--- src/rtl/ts_column_ctrl_if.sv ---
// Command/response handshake bundle for the column controller.
// master: issues commands and takes responses; slave: the controller.
interface ts_column_ctrl_if #(
  parameter int NUM_ROWS = 128
);
  localparam int AW = $clog2(NUM_ROWS);

  logic                cmd_valid;
  logic                cmd_ready;
  logic [1:0]          cmd_op;
  logic [AW-1:0]       cmd_addr;
  logic                cmd_wdata;
  logic [NUM_ROWS-1:0] cmd_act;
  logic                rsp_valid;
  logic                rsp_ready;
  logic [3:0]          rsp_data;
  logic                rsp_err;

  modport master (
    output cmd_valid, cmd_op, cmd_addr,
    output cmd_wdata, cmd_act, rsp_ready,
    input  cmd_ready, rsp_valid,
    input  rsp_data, rsp_err
  );

  modport slave (
    input  cmd_valid, cmd_op, cmd_addr,
    input  cmd_wdata, cmd_act, rsp_ready,
    output cmd_ready, rsp_valid,
    output rsp_data, rsp_err
  );
endinterface

--- src/rtl/ts_column_ctrl.sv ---
// Column sequencer: SRAM write/read and MAC (reset, drive, ADC convert).
// Ports: CLK/RST, bus (cmd/rsp handshake), row selects, SRAM/ADC controls.
module ts_column_ctrl #(
  parameter int SETTLE_CYCLES = 4,
  parameter int NUM_ROWS      = 128
) (
  input  logic                CLK,
  input  logic                RST,
  ts_column_ctrl_if.slave     bus,
  output logic [NUM_ROWS-1:0] VDR_SEL,
  output logic [NUM_ROWS-1:0] VDR_SELB,
  output logic [NUM_ROWS-1:0] VSS_SEL,
  output logic [NUM_ROWS-1:0] VSS_SELB,
  output logic [NUM_ROWS-1:0] VRST_SEL,
  output logic [NUM_ROWS-1:0] VRST_SELB,
  output logic [NUM_ROWS-1:0] WL,
  output logic                PCH,
  output logic                WRITE,
  output logic                WR_DATA,
  output logic                CSEL,
  output logic                SAEN,
  input  logic                SA_OUT,
  input  logic [3:0]          ADC_OUT,
  output logic                NF,
  output logic                NFB,
  output logic                M2A,
  output logic                M2AB,
  output logic                R2A,
  output logic                R2AB
);
  localparam int AW = $clog2(NUM_ROWS);
  // A zero settle count still gets one drive cycle.
  localparam int S  = (SETTLE_CYCLES < 1) ? 1 : SETTLE_CYCLES;
  localparam int CW = (S > 1) ? $clog2(S) : 1;
  localparam logic [NUM_ROWS-1:0] ONE = NUM_ROWS'(1);

  typedef enum logic [2:0] {
    IDLE, WR, RD_PCH, RD_SENSE,
    MAC_RST, MAC_DRV, MAC_CONV, RESP
  } state_e;

  state_e              state_q, state_d;
  logic [1:0]          op_q, op_d;
  logic [AW-1:0]       addr_q, addr_d;
  logic                wdata_q, wdata_d;
  logic [NUM_ROWS-1:0] act_q, act_d;
  logic [CW-1:0]       cnt_q, cnt_d;
  logic [3:0]          rdat_q, rdat_d;
  logic                rerr_q, rerr_d;

  always_ff @(posedge CLK) begin
    if (RST) begin
      state_q <= IDLE;
      op_q    <= '0;
      addr_q  <= '0;
      wdata_q <= 1'b0;
      act_q   <= '0;
      cnt_q   <= '0;
      rdat_q  <= '0;
      rerr_q  <= 1'b0;
    end else begin
      state_q <= state_d;
      op_q    <= op_d;
      addr_q  <= addr_d;
      wdata_q <= wdata_d;
      act_q   <= act_d;
      cnt_q   <= cnt_d;
      rdat_q  <= rdat_d;
      rerr_q  <= rerr_d;
    end
  end

  assign bus.cmd_ready = (state_q == IDLE) & ~RST;
  assign bus.rsp_valid = (state_q == RESP);
  assign bus.rsp_data  = (state_q == RESP) ? rdat_q : 4'd0;
  assign bus.rsp_err   = (state_q == RESP) & rerr_q;

  always_comb begin
    state_d = state_q;
    op_d    = op_q;
    addr_d  = addr_q;
    wdata_d = wdata_q;
    act_d   = act_q;
    cnt_d   = cnt_q;
    rdat_d  = rdat_q;
    rerr_d  = rerr_q;
    case (state_q)
      IDLE: begin
        if (bus.cmd_valid) begin
          op_d    = bus.cmd_op;
          addr_d  = bus.cmd_addr;
          wdata_d = bus.cmd_wdata;
          act_d   = bus.cmd_act;
          rdat_d  = 4'd0;
          rerr_d  = 1'b0;
          unique case (1'b1)
            bus.cmd_op == 2'b00: state_d = WR;
            bus.cmd_op == 2'b01: state_d = RD_PCH;
            bus.cmd_op == 2'b10: state_d = MAC_RST;
            default: begin
              state_d = RESP;
              rerr_d  = 1'b1;
            end
          endcase
        end
      end
      WR:     state_d = RESP;
      RD_PCH: state_d = RD_SENSE;
      RD_SENSE: begin
        rdat_d  = {3'b000, SA_OUT};
        state_d = RESP;
      end
      MAC_RST: begin
        cnt_d   = CW'(S - 1);
        state_d = MAC_DRV;
      end
      MAC_DRV: begin
        if (cnt_q == '0) state_d = MAC_CONV;
        else             cnt_d   = cnt_q - CW'(1);
      end
      MAC_CONV: begin
        rdat_d  = ADC_OUT;
        state_d = RESP;
      end
      RESP: if (bus.rsp_ready) state_d = IDLE;
      default: state_d = IDLE;
    endcase
  end

  always_comb begin
    VDR_SEL  = '0;
    VSS_SEL  = '0;
    VRST_SEL = '0;
    WL       = '0;
    PCH      = 1'b0;
    WRITE    = 1'b0;
    WR_DATA  = 1'b0;
    CSEL     = 1'b0;
    SAEN     = 1'b0;
    NF       = 1'b0;
    M2A      = 1'b0;
    R2A      = 1'b0;
    case (state_q)
      WR: begin
        WL      = ONE << addr_q;
        PCH     = 1'b1;
        WRITE   = 1'b1;
        WR_DATA = wdata_q;
      end
      RD_PCH, RD_SENSE: begin
        WL   = ONE << addr_q;
        PCH  = 1'b1;
        CSEL = 1'b1;
        SAEN = (state_q == RD_SENSE);
      end
      MAC_RST: begin
        VRST_SEL = '1;
        R2A      = 1'b1;
      end
      MAC_DRV, MAC_CONV: begin
        VDR_SEL = act_q;
        VSS_SEL = ~act_q;
        M2A     = (state_q == MAC_DRV);
        NF      = (state_q == MAC_CONV);
      end
      default: ;
    endcase
  end

  assign VDR_SELB  = ~VDR_SEL;
  assign VSS_SELB  = ~VSS_SEL;
  assign VRST_SELB = ~VRST_SEL;
  assign NFB       = ~NF;
  assign M2AB      = ~M2A;
  assign R2AB      = ~R2A;
endmodule

--- src/flat_wrapper.sv ---
// flat-port wrapper written by rule: the top's interface ports become plain ports
module ts_column_ctrl_flat 
#(
  parameter int SETTLE_CYCLES = 4,
  parameter int NUM_ROWS      = 128
)
  (CLK, RST, VDR_SEL, VDR_SELB, VSS_SEL, VSS_SELB, VRST_SEL, VRST_SELB, WL, PCH, WRITE, WR_DATA, CSEL, SAEN, SA_OUT, ADC_OUT, NF, NFB, M2A, M2AB, R2A, R2AB, bus_cmd_valid, bus_cmd_op, bus_cmd_addr, bus_cmd_wdata, bus_cmd_act, bus_rsp_ready, bus_cmd_ready, bus_rsp_valid, bus_rsp_data, bus_rsp_err);
  ts_column_ctrl_if #(.NUM_ROWS(NUM_ROWS)) bus_i ();
  input  logic CLK;
  input  logic RST;
  output logic [NUM_ROWS-1:0] VDR_SEL;
  output logic [NUM_ROWS-1:0] VDR_SELB;
  output logic [NUM_ROWS-1:0] VSS_SEL;
  output logic [NUM_ROWS-1:0] VSS_SELB;
  output logic [NUM_ROWS-1:0] VRST_SEL;
  output logic [NUM_ROWS-1:0] VRST_SELB;
  output logic [NUM_ROWS-1:0] WL;
  output logic PCH;
  output logic WRITE;
  output logic WR_DATA;
  output logic CSEL;
  output logic SAEN;
  input  logic SA_OUT;
  input  logic [3:0] ADC_OUT;
  output logic NF;
  output logic NFB;
  output logic M2A;
  output logic M2AB;
  output logic R2A;
  output logic R2AB;
  input wire logic [$bits(bus_i.cmd_valid)-1:0] bus_cmd_valid;
  input wire logic [$bits(bus_i.cmd_op)-1:0] bus_cmd_op;
  input wire logic [$bits(bus_i.cmd_addr)-1:0] bus_cmd_addr;
  input wire logic [$bits(bus_i.cmd_wdata)-1:0] bus_cmd_wdata;
  input wire logic [$bits(bus_i.cmd_act)-1:0] bus_cmd_act;
  input wire logic [$bits(bus_i.rsp_ready)-1:0] bus_rsp_ready;
  output wire logic [$bits(bus_i.cmd_ready)-1:0] bus_cmd_ready;
  output wire logic [$bits(bus_i.rsp_valid)-1:0] bus_rsp_valid;
  output wire logic [$bits(bus_i.rsp_data)-1:0] bus_rsp_data;
  output wire logic [$bits(bus_i.rsp_err)-1:0] bus_rsp_err;
  assign bus_i.cmd_valid = bus_cmd_valid;
  assign bus_i.cmd_op = bus_cmd_op;
  assign bus_i.cmd_addr = bus_cmd_addr;
  assign bus_i.cmd_wdata = bus_cmd_wdata;
  assign bus_i.cmd_act = bus_cmd_act;
  assign bus_i.rsp_ready = bus_rsp_ready;
  assign bus_cmd_ready = bus_i.cmd_ready;
  assign bus_rsp_valid = bus_i.rsp_valid;
  assign bus_rsp_data = bus_i.rsp_data;
  assign bus_rsp_err = bus_i.rsp_err;
  ts_column_ctrl #(.SETTLE_CYCLES(SETTLE_CYCLES), .NUM_ROWS(NUM_ROWS)) u_core (.CLK(CLK), .RST(RST), .bus(bus_i), .VDR_SEL(VDR_SEL), .VDR_SELB(VDR_SELB), .VSS_SEL(VSS_SEL), .VSS_SELB(VSS_SELB), .VRST_SEL(VRST_SEL), .VRST_SELB(VRST_SELB), .WL(WL), .PCH(PCH), .WRITE(WRITE), .WR_DATA(WR_DATA), .CSEL(CSEL), .SAEN(SAEN), .SA_OUT(SA_OUT), .ADC_OUT(ADC_OUT), .NF(NF), .NFB(NFB), .M2A(M2A), .M2AB(M2AB), .R2A(R2A), .R2AB(R2AB));
endmodule
--- config.mk ---
export PLATFORM = sky130hd
export DESIGN_NAME = ts_column_ctrl_flat
export DESIGN_NICKNAME = d
export VERILOG_FILES = /design/src/rtl/ts_column_ctrl_if.sv /design/src/rtl/ts_column_ctrl.sv /design/src/flat_wrapper.sv
export SDC_FILE = /design/constraint.sdc
export NUM_CORES = 1
export LEC_CHECK = 0
export CAP_MARGIN = 10
export CORE_AREA = 5 5 412 414
export CTS_BUF_LIST = sky130_fd_sc_hd__clkbuf_4
export CTS_CLUSTER_DIAMETER = 150
export DETAILED_ROUTE_END_ITERATION = 8
export DIE_AREA = 0 0 417 419
export GPL_TIMING_DRIVEN = 0
export SLEW_MARGIN = 20
export SYNTH_ARGS = -nofsm -noshare
export SYNTH_HDL_FRONTEND = slang
export SYNTH_SLANG_ARGS = --single-unit
--- constraint.sdc ---
create_clock -name CLK -period 12.4 [get_ports CLK]
set_input_delay 3.1 -clock CLK [delete_from_list [all_inputs] [get_ports CLK]]
set_output_delay 3.1 -clock CLK [all_outputs]
set_load 0.1 [all_outputs]
==> results of run 1 <==
## layout make-up
class                   instances  share of cell area, %
repair buffers               1063                   43.1
inverters                     268                   4.18
plain buffers                 349                   10.3
well taps                    2204                   11.4
flip-flops and latches        146                   12.1
clock inverters                15                  0.767
multi-input cells             921                   17.4
diodes                         14                  0.145
clock buffers                  17                  0.529
## power by group through the flow
stage	combinational [mW]	sequential [mW]	clock [mW]
6_report	6.70	0.609	0.370
5_1_grt	6.87	0.615	0.406
4_1_cts	6.76	0.608	0.392
3_5_place_dp	6.75	0.619	0
3_3_place_gp	6.85	0.616	0
2_1_floorplan	5.06	0.578	0
## worst max-delay path, cell delays in order
cell and delay [ns]:
clkdlybuf4s50_1 0.49, clkbuf_1 0.28, nor2_1 0.39, clkdlybuf4s50_1 1.24
## layout by cell type, fill, tap and decap left out, types with 2 or more instances in the layout
cell,n
clkinv_8,5
mux2_2,4
clkdlybuf4s50_1,1004
clkbuf_4,17
and2_1,8
ha_1,4
inv_8,4
nor2b_1,8
inv_1,265
buf_2,81
nor2_1,144
nand4_1,5
a22oi_1,3
nor3b_1,2
nand2b_1,132
o21ai_0,4
buf_4,275
nand3_1,10
nand2_1,429
buf_1,4
inv_2,2
buf_6,14
clkbuf_1,29
dfxtp_1,146
nor3_1,8
o21a_1,2
buf_16,2
a21oi_1,141
inv_6,2
diode_2,14
clkinv_4,2
clkbuf_2,2
## routing by layer
metal / vias up / track usage, % / part of all wire, %
met5: - / 0 / 0.095
met4: 14 / 3.53 / 2.5
met3: 92 / 6.34 / 12
met2: 889 / 20.4 / 47
met1: 7071 / 13.9 / 38
li1: 6903 / - / -
## flip-flops by register name, indices dropped and copies added, names as in the netlist
name            flops
u_core.act_q      128
u_core.addr_q       7
u_core.rdat_q       4
u_core.state_q      3
u_core.cnt_q        2
u_core.rerr_q       1
u_core.wdata_q      1
## path summary, 6_finish.rpt
kind | slack, ns | to | cells after the start
setup / recovery | 3.78 | bus_cmd_ready | 4
hold / removal | 0.47 | u_core.wdata_q$_SDFFE_PP0P_ | 2
setup reg to reg | 10.12 | u_core.addr_q[0]$_SDFFE_PP0P_ | 7
hold reg to reg | 0.47 | u_core.wdata_q$_SDFFE_PP0P_ | 2
## cell families after synthesis
group | Yosys count | share of synthesized area, %
adder cells (fa/ha/maj) | 4 | 0.472
buffers and inverters | 617 | 32.8
XOR/XNOR | 1 | 0.0825
AND/OR/NAND/NOR | 756 | 31.0
AO/OA/AOI/OAI | 156 | 7.63
multiplexers | 4 | 0.424
flip-flops | 146 | 27.5
## per-stage QoR
stage / worst slack, ns / area (µm²) / utilization (%)
finish: 3.78 / 24100 / 14.5
global route: 3.79 / 24100 / 14.5
CTS: 3.87 / 24100 / 14.5
detailed placement: 3.88 / 23800 / 14.4
global placement: 2.69 / 24000 / 14.5
floorplan: 3.68 / 10600 / -
==> impl_results.md, run 1 <==
- Gr usage total: about an eighth
- Row cnt: 150
- Post-Layout Cell Count: 4997
- Syn nets: 1835
- CTS max path bufs: 2
- Hold WC Path Type: flip-flop to flip-flop
- Post-synth EDFFs: 0
- Critical Path Source Type: input pin
- Synth area leader: dfxtp_1
- Post-DRT Antenna Nets: 0
- Vias: ~15k
- TritonCTS Buffers: 17
- Hold buffers post-CTS: 0
- Largest net degree at the start of global routing: 97
- Total Nets Final: between 2k and 3k
- Clk sinks: 146
- Sequential fraction of the synthesis area: about 28%
- CP endpoint kind: output port
- Syn Std Cell Area: around 11000 µm²
- Area grow syn2layout: 127%
- Vias in the first global route: about 14k
- Core area: between 150000 and 200000 µm²
- Initial antenna violation count: 39
- Hold path startpoint: u_core.wdata_q$_SDFFE_PP0P_
- Yosys Warn Count: 0
- Crit path from: RST
- Seq pwr share: 7.9%
- Commonest cells post-synth: nand2_1, buf_4, inv_1
- Crit path DAT: around 5.5 ns
- Total wire length: ~110000 µm
- Worst setup path class: input pin to output port
- Static leakage: 10.6 nW
- Worst r2r src: u_core.state_q[1]$_SDFFE_PP0P_
- Commonest register cell after synthesis: dfxtp_1
- Cell with the most instances after synthesis: nand2_1
- Final RePlAce weighted congestion: around 1.0
- Net Sw Power: around 5.7 mW
- Grt total ovfl: 0
- Worst-skew pair later-pin latency: just over 0.8 ns
- RSZ-0062 raised after global routing: no
- PwrDens: around 320 nW/µm²
- Syn Area/Cell: between 6 and 7 µm²
- Die H: 419 µm
- Comb power frac: between 80% and 90%
- 1st-iter DRT viols: between 1k and 1.5k
- Share of cells above drive strength 1: approximately 15%
- Fin. Hold Viols: 0
- Final worst path period need: 8.62 ns
- Starting density of the core: ~6.4%
- Clock power share: under 10%
- Final Max Slew Viols: 0
- Post-DP HPWL: around 100000 µm
- CTS tree: yes
- Yosys reg bits: between 100 and 150
- Largest cells by area after synthesis: dfxtp_1, buf_4, nand2_1
- Switching Fraction: ~74%
- Setup_tns: 0 ns
- Worst-path clk slew: about 0.17 ns
- Period utilisation layout: 69.5%
- Top cell type's share of synthesized area: roughly 28%
- H-tree Lvls: 4
- First-pass GRT wire length: 141000 µm
- Highest clock rate: around 120 MHz
- DRT Pass-1 Iters: 6
- Worst Path Max Fanout: 10
- Post-route DRC: 0
- Port Buffers: roughly 1.1k
- Die W: 417 µm
- Required time worst endpoint: roughly 9.3 ns
- Max-slew headroom: 15.5%
- Reg area: just under 3000 µm²
- Clock skew: ~0.092 ns
- Max_cap viols: 0
- Root Driver: clkbuf_4
- Post-CTS setup buffer count: 0
- DP Cell Count: just under 5k
- DIE AREA: about 170000 µm²
- Ports: roughly 1.1k
- WL/cell: approximately 23 µm
- Tot Pwr: roughly 7.7 mW
- Mapped Cells: around 1.7k
- Maximum VDD drop: roughly 230 µV
- Ys async rst share: 0%
- Footprint of the multi-input gates: ~4200 µm²
- Fill count: about 19k
- Synth cell types: 39
- Hold WS: roughly 0.47 ns
- Setup violators final: 0
- Vias/cell: between 2 and 3
- Status: complete, no violations
- Post-cts sizing count: 0
- Measured slew at the worst slew-check pin: 1.27 ns
- Internal power: around 2 mW
(Power assumes the default switching activity.)
==> inputs of run 2 (changes only) <==
==> constraint.sdc (replaced) <==
create_clock -name CLK -period 8.79 [get_ports CLK]
set_input_delay 2.1975 -clock CLK [delete_from_list [all_inputs] [get_ports CLK]]
set_output_delay 2.1975 -clock CLK [all_outputs]
set_load 0.1 [all_outputs]
==> results of run 2 <==
Same layout as run 1 (identical final DEF). Status: complete, no violations.
Main changes from that run: setup slack after placement 3.88 ns -> 2.07 ns; clock-pin slew on the worst setup and hold paths 0.17 ns -> 0.27 ns; setup slack after layout 3.78 ns -> 1.35 ns; start point of the critical path RST -> u_core.addr_q[2]$_SDFFE_PP0P_; end point of the critical path bus_cmd_ready -> WL[102]; register-to-register setup slack 10.12 ns -> 6.51 ns; total power 7.68 mW -> 10.8 mW; worst IR drop on VDD 231 µV -> 326 µV
==> inputs of run 3 (changes only) <==
--- a/config.mk
+++ b/config.mk
@@ -6,11 +6,11 @@
 export NUM_CORES = 1
 export LEC_CHECK = 0
 export CAP_MARGIN = 10
-export CORE_AREA = 5 5 412 414
+export CORE_AREA = 5 5 414 416
 export CTS_BUF_LIST = sky130_fd_sc_hd__clkbuf_4
 export CTS_CLUSTER_DIAMETER = 150
 export DETAILED_ROUTE_END_ITERATION = 8
-export DIE_AREA = 0 0 417 419
+export DIE_AREA = 0 0 419 421
 export GPL_TIMING_DRIVEN = 0
 export SLEW_MARGIN = 20
 export SYNTH_ARGS = -nofsm -noshare
==> constraint.sdc (replaced) <==
create_clock -name CLK -period 6.4 [get_ports CLK]
set_input_delay 1.6 -clock CLK [delete_from_list [all_inputs] [get_ports CLK]]
set_output_delay 1.6 -clock CLK [all_outputs]
set_load 0.1 [all_outputs]
==> run 3 against run 2 <==
Compared with the run above:
- non-clock buffer count unchanged
- register-to-register slack got worse by 2.2 ns
- clock power increased by 39%
- first-iteration DRC count decreased by 8.8%
- clock skew decreased by 0.048 ns
- sequential cell count unchanged
- cell count increased by 0.34%
- die area increased by 0.96%
- via count decreased by 1.1%
- critical endpoint is now WL[110]
==> impl_results.md, run 3 (synthesis gave the netlist of run 1 again) <==
- Worst-skew pair later-pin latency: 0.81 ns
- H-tree Lvls: 4
- Fin. Hold Viols: 0
- Die W: 419 µm
- PwrDens: about 610 nW/µm²
- Most frequent cells in the layout: clkdlybuf4s50_1, nand2_1, buf_4
- Maximum VDD drop: approximately 290 µV
- Clock skew: roughly 0.044 ns
- Highest clock rate: between 150 and 200 MHz
- Hold WC Path Type: flip-flop to flip-flop
- DRT Pass-1 Iters: 6
- Starting density of the core: under 10%
- Vias/cell: 2.95
- WL/cell: ~23 µm
- Period utilisation layout: a little over nine tenths
- Largest net degree at the start of global routing: slightly below 90
- Post-DP HPWL: ~110000 µm
- CP endpoint kind: output port
- Ports: 1061
- Biggest regs: u_core.act_q: 128 flops, u_core.addr_q: 7 flops, u_core.rdat_q: 4 flops
- Worst-path clk slew: roughly 0.18 ns
- Status: complete, no violations
- Total Nets Final: approximately 3k
- Post-DRT Antenna Nets: 0
- Max_cap viols: 0
- CTS max path bufs: 2
- Crit path DAT: 4.48 ns
- TritonCTS Buffers: 17
- Pre-CTS setup slack: between 0.4 and 0.5 ns
- Worst setup path class: flip-flop to output port
- Required time worst endpoint: between 4 and 5 ns
- Final worst setup slack: approximately 0.32 ns
- Gr usage total: 12.6%
- Post-CTS setup buffer count: 0
- Core area: 167000 µm²
- Share of cells above drive strength 1: between 15 and 20%
- Most common cell after layout, fill and taps aside: clkdlybuf4s50_1
- Static leakage: ~12 nW
- Max reg flops: 128
- Root Driver: clkbuf_4
- Measured slew at the worst slew-check pin: 1.19 ns
- Post-route DRC: 0
- Initial antenna violation count: 58
- Critical Path Source Type: flip-flop
- Row cnt: 150
- 1st-iter DRT viols: between 1k and 1.5k
- Hold buffers post-CTS: 0
- First-pass GRT wire length: around 140000 µm
- Worst Path Max Fanout: 11
- Tot Pwr: about 15 mW
- Area grow syn2layout: 127%
- R2R Setup Slk: around 4.4 ns
- Reg with most FFs: u_core.act_q
- Final RePlAce weighted congestion: 0.985
- CTS tree: yes
- Grt total ovfl: 0
- Die H: roughly 420 µm
- Vias: 14.8k
- Max-slew headroom: between 20% and 30%
- Final Max Slew Viols: 0
- Port Buffers: around 1.1k
- Final worst path period need: 6.08 ns
- DIE AREA: about 180000 µm²
- Setup violators final: 0
- Clk sinks: between 100 and 150
- Vias in the first global route: between 10k and 15k
- Total wire length: between 100000 and 150000 µm
==> run 3: routing by layer <==
| metal | global-route usage, % | wire [µm] | vias up |
|---|---|---|---|
| met4 | 3.88 | 3690 | 26 |
| met5 | 0 | 167 | - |
| li1 | - | - | 6923 |
| met1 | 13.8 | 42000 | 6840 |
| met2 | 20.3 | 53300 | 895 |
| met3 | 7.51 | 17600 | 114 |
==> run 3: report_power, final <==
part	switching [mW]	internal [mW]	leakage (nW)
Combinational	10.4	2.52	10.7
Sequential	0.165	1.04	1.19
Clock	0.540	0.188	0.165
==> run 3: through the flow <==
step | std cells | hold slack [ns] | util (%) | cell area [µm²] | TNS (ns)
final | 5014 | 0.472 | 14.4 | 24100 | 0
after global routing | 4990 | 0.499 | 14.4 | 24000 | -0.0122
after CTS | 4983 | 0.478 | 14.3 | 23900 | 0
after detailed placement | 4951 | 0.457 | 14.2 | 23700 | 0
after global placement | 4948 | 0.439 | 14.4 | 24000 | -93.08
after floorplan | 1684 | 0.432 | - | 10600 | 0
==> run 3: path summary, 6_finish.rpt <==
| check | from | to | depth (start not counted) |
|---|---|---|---|
| worst max-delay path | u_core.state_q[1]$_SDFFE_PP0P_ | WL[110] | 6 |
| worst min-delay path | u_core.wdata_q$_SDFFE_PP0P_ | u_core.wdata_q$_SDFFE_PP0P_ | 2 |
| worst max register to register | u_core.state_q[1]$_SDFFE_PP0P_ | u_core.act_q[68]$_SDFFE_PP0P_ | 7 |
| worst min register to register | u_core.wdata_q$_SDFFE_PP0P_ | u_core.wdata_q$_SDFFE_PP0P_ | 2 |
==> run 3: area by class of cell <==
cell class | instances | area [µm²]
antenna | 31 | 77.6
buffer | 349 | 2480
clock buffer | 17 | 128
clock inverter | 15 | 186
fill | 19167 | 143000
inverter | 268 | 1010
multi-input combinational | 921 | 4220
sequential | 146 | 2920
tap | 2204 | 2760
timing repair buffer | 1063 | 10300
==> run 3: repair_timing <==
item | CTS | global route
resized for setup | 133 | 73
endpoints found under the setup margin | 181 | 73
cloned | 0 | 0
==> run 3: worst max-delay path, stage by stage (launching register included) <==
cell	delay, ns
dfxtp_1	0.46
nor2_2	0.18
nor3b_2	0.38
nand3_1	0.64
clkbuf_2	0.59
nor2_1	0.21
clkdlybuf4s50_1	1.21
